===== src/rtl/warp_table_fifo.sv =====
// Warp table queue: in-order FIFO of warp descriptors from scheduler to fetch, with a registered read port.
// Define WARP_TABLE_OVERFLOW_CHECK_EN to compile simulation-only overflow/underflow $error checks.
module warp_table_fifo #(
  parameter int DATA_W     = 44,
  parameter int DEPTH      = 32,
  parameter int VACANT_MIN = 4
) (
  input  logic              clk,
  input  logic              rst_n,
  input  logic              read_en,
  input  logic              write_en,
  output logic [DATA_W-1:0] read_data,
  output logic              read_valid,
  input  logic [DATA_W-1:0] write_data,
  output logic              fifo_empty,
  output logic              fifo_vacant,
  output logic              fifo_full
);

  localparam int AW = $clog2(DEPTH);
  localparam logic [AW:0] DEPTH_C  = (AW+1)'(DEPTH);
  localparam logic [AW:0] VACANT_C = (AW+1)'(VACANT_MIN);

  logic [DATA_W-1:0] mem [DEPTH];
  logic [AW-1:0]     wr_ptr;
  logic [AW-1:0]     rd_ptr;
  logic [AW:0]       count;
  logic              push_ok;
  logic              pop_ok;

  // Acceptance uses the pre-edge flags, so a full table drops a push even if a pop frees a slot.
  assign push_ok = write_en && !fifo_full;
  assign pop_ok  = read_en && !fifo_empty;

  assign fifo_empty  = (count == '0);
  assign fifo_full   = (count == DEPTH_C);
  assign fifo_vacant = ((DEPTH_C - count) >= VACANT_C);

  always_ff @(posedge clk) begin
    if (rst_n && push_ok) begin
      mem[wr_ptr] <= write_data;
    end
  end

  always_ff @(posedge clk) begin
    if (!rst_n) begin
      wr_ptr     <= '0;
      rd_ptr     <= '0;
      count      <= '0;
      read_data  <= '0;
      read_valid <= 1'b0;
    end else begin
      read_valid <= pop_ok;
      if (push_ok) begin
        wr_ptr <= wr_ptr + 1'b1;
      end
      if (pop_ok) begin
        read_data <= mem[rd_ptr];
        rd_ptr    <= rd_ptr + 1'b1;
      end
      case ({push_ok, pop_ok})
        2'b10:   count <= count + 1'b1;
        2'b01:   count <= count - 1'b1;
        default: count <= count;
      endcase
    end
  end

`ifdef WARP_TABLE_OVERFLOW_CHECK_EN
  always @(posedge clk) begin
    if (rst_n) begin
      if (write_en && fifo_full) begin
        $error("warp_table_fifo: overflow, push while full");
      end
      if (read_en && fifo_empty) begin
        $error("warp_table_fifo: underflow, pop while empty");
      end
    end
  end
`endif

endmodule


===== config.mk =====
export PLATFORM = sky130hd
export DESIGN_NAME = warp_table_fifo
export DESIGN_NICKNAME = d
export VERILOG_FILES = /design/src/rtl/warp_table_fifo.sv
export SDC_FILE = /design/constraint.sdc
export NUM_CORES = 2
export LEC_CHECK = 0
export CORE_MARGIN = 4
export CORE_UTILIZATION = 39
export CTS_CLUSTER_DIAMETER = 60
export CTS_CLUSTER_SIZE = 24
export DETAILED_ROUTE_END_ITERATION = 10
export GPL_ROUTABILITY_DRIVEN = 0
export PLACE_DENSITY = 0.62
export SLEW_MARGIN = 40
export SYNTH_ARGS = -nofsm -noshare
export SYNTH_HDL_FRONTEND = slang
export SYNTH_SLANG_ARGS = --single-unit

===== constraint.sdc =====
create_clock -name clk -period 5.3 [get_ports clk]
set_input_delay 1.06 -clock clk [delete_from_list [all_inputs] [get_ports clk]]
set_output_delay 1.06 -clock clk [all_outputs]
set_load 0.03 [all_outputs]

==> out/qor.yml <==
worst_setup_path:
  startpoint: "count[2]"
  path_cells: "nor3_1 > and3_1 > clkdlybuf4s50_1"
  r2r_end: "read_data[25]"
  reg2reg_slack_ns: 1.99
  critPathKind: "reg2out"
  critPathSlowestCell: "clkdlybuf4s50_1"
  r2r_start: "rd_ptr[1]"
  cp-start-kind: "register"
  critical_path_required_ns: 4.24
  slowest_delay_ns: 0.68
  ff2ff_path_depth: 7
  worstSetupEndpointType: "output port"
  crit_fanout: 4
  crit_arrival_ns: 2.45
logic_synthesis:
  yosysTopAreaCellShare: 0.756
  ys.warnings.count: 0
  synth.largest_area_cell: "edfxtp_1"
  synth_compound_area_frac: 0.0513
  synthFlopType: "edfxtp_1"
  yosys-top-cells-count: "edfxtp_1 (1408), mux2i_1 (310), mux4_2 (178), o22ai_1 (130), a22oi_1 (87)"
  syn_inst: 2799
  syn_avg_cell_area_um2: 20.0
  synth_fa_ha_area_frac: 0.00260
  yosys.area_share.simple: 0.0220
  synth_area_mm2: 0.0559
  synth-seq-area-share: 0.778
  synth_mux_area_frac: 0.127
  synth_top_family_by_area: "multiplexers"
  synthXorXnorAreaFrac: 0.00172
  synth_area_leaders: "edfxtp_1 (76%), mux4_2 (7.2%), mux2i_1 (5.6%), dfxtp_1 (2.2%), o22ai_1 (1.5%)"
  synth_cell_types: 44
  synth.net_count: 2858
  synth_edf_count: 1408
  synth.most_common_cell: "edfxtp_1"
  ys_ff_latch: 1469
  synthArstFlopShare: 0
clock_tree:
  clkSinkCount: 1469
  htree_levels: 3
  cts_max_path_buffers: 3
  cts_buffers: 104
  postCtsResizedCells: 0
  path_clk_slew_ns: 0.08
  cts_hold_buf: 0
  cts_tree: "done"
  cts-root-buf: "clkbuf_16"
  clk_latency_ns: 0.75
  cts_setup_buffers: 0
timing:
  fin_tns_setup_ns: 0
  max_freq_ghz: 0.285
  setup_viol: 0
  skew_ns: 0.0519
  rsz0062_at_grt: "false"
  period_needed_ns: 3.51
  hold_viol_final: 0
  hold_ws_ns: 0.492
  slew_headroom: 0.396
  period_share: 0.663
  worst_slew_pin_slew_ns: 0.906
  final_max_slew_viol_count: 0
floorplanning:
  std_cell_rows: 138
  dieHeight_um: 387
  io_pins: 96
  die_area_mm2: 0.149
  dieWidth_um: 387
  coreArea_mm2: 0.142
  initial_core_util: 0.394
routing:
  postRouteAntennaNets: 0
  drt-initial-drc-count: 2697
  finalWirelength_mm: 134
  num_vias: 27400
  dr.pass1.iters: 5
  drc: 0
  wl_per_cell_um: 27.4
  vias_per_cell: 5.60
job:
  drv_cap: 0
power:
  irDropWorstVdd_uv: 333
  leakage_nw: 18.9
  power.density_mw_per_mm2: 408
final_layout:
  area_growth_pct: 13.3
  nNetsFinal: 2968
  drive_gt1_frac: 0.182
  diodes: 0
global_routing:
  grtUsageMet1: 0.242
  grt_pass1_vias: 27400
  grt.total_usage: 0.176
  grt_max_degree: 110
  grt-ovfl-total: 0
  met3_usage: 0.0277
  antenna_found_initial: 1
  grt_first_pass_wirelength_mm: 195
  grt-busiest-layer: "met2"
  grtUsageMet2: 0.292
min_path:
  min_from: "read_data[8]"
  min_to: "read_data[8]"
  whs_path_depth: 1
  hold_path_class: "reg2reg"
placement:
  dp.final_hpwl_mm: 72.9
  io_buffers: 95
run_status:
  status: "finished clean"
logic make-up after synthesis:
family	Yosys count
xor gates and xnor gates	11
and+or+nand+nor	233
adders and majority gates	11
DFF	1469
muxes	488
AOI/OAI and AO/OA	406
buffers and inverters	181
layout make-up:
cell class,count,area (µm²)
repair buffers,177,1790
multi-input cells,1149,11700
fillers,12000,78600
well taps,1890,2360
clock buffers,109,2680
inverters,8,30.0
clock inverters,88,1180
flip-flops and latches,1469,43500
placed cells by master, fill, tap and decap left out, types with 7 or more instances in the layout:
| cell | netlist | final |
|---|---|---|
| a21oi_1 | 46 | 46 |
| nor2_4 | 0 | 33 |
| nor3b_1 | 43 | 43 |
| clkbuf_16 | 0 | 105 |
| ha_1 | 10 | 10 |
| buf_12 | 0 | 29 |
| nand2_1 | 53 | 53 |
| buf_4 | 27 | 46 |
| clkinv_8 | 0 | 12 |
| a22oi_1 | 87 | 87 |
| nor2_1 | 39 | 7 |
| buf_2 | 65 | 44 |
| inv_8 | 0 | 15 |
| a22o_1 | 43 | 43 |
| xnor2_1 | 9 | 9 |
| mux4_2 | 178 | 178 |
| and2_1 | 15 | 14 |
| edfxtp_1 | 1408 | 1408 |
| nor3_1 | 50 | 50 |
| o221ai_1 | 43 | 43 |
| a211oi_1 | 43 | 43 |
| clkinvlp_4 | 0 | 7 |
| bufinv_16 | 0 | 10 |
| inv_6 | 0 | 23 |
| mux2i_1 | 310 | 310 |
| dfxtp_1 | 61 | 57 |
| clkdlybuf4s50_1 | 0 | 51 |
| o22ai_1 | 130 | 130 |
| inv_1 | 8 | 8 |
flip-flops by register name, indices dropped and copies added, names as in the netlist:
name        cells
wr_ptr          5
mem          1408
read_data      44
read_valid      1
rd_ptr          5
count           6
worst max-delay path by stage:
stage | endpoint | slack [ns]
3_3_place_gp | mem[2][31] | 1.48
5_1_grt | fifo_full | 1.66
4_1_cts | fifo_full | 1.72
6_report | fifo_full | 1.79
2_1_floorplan | mem[30][0] | 1.14
3_5_place_dp | mem[3][21] | 1.57
power breakdown:
group	internal [mW]	leakage, nW	switching [mW]
Sequential	13.0	13.2	0.279
Combinational	1.56	3.86	2.15
Clock	4.45	1.87	4.43
routing by layer:
layer | wire, µm | part of all wire
met1 | 56000 | 0.42
met2 | 66300 | 0.49
met3 | 7890 | 0.059
met4 | 3830 | 0.029
met5 | 0 | 0
metrics by stage:
step	instances	instance area (µm²)	util	total power [mW]	worst slack [ns]
CTS	4888	63300	0.446	26.1	1.72
finish	4890	63300	0.446	25.8	1.79
global placement	4687	59500	0.419	17.3	1.48
detailed placement	4691	59400	0.418	17.3	1.57
global route	4890	63300	0.446	26.8	1.66
floorplan	2799	55900	-	15.9	1.14
worst max-delay path: cells and delay by family (launching register included):
kind | cells | cell delay (ns)
DFF | 1 | 0.35
buffers and inverters | 1 | 0.68
and+or+nand+nor | 2 | 0.71
Power figures use the tool's default switching activity.
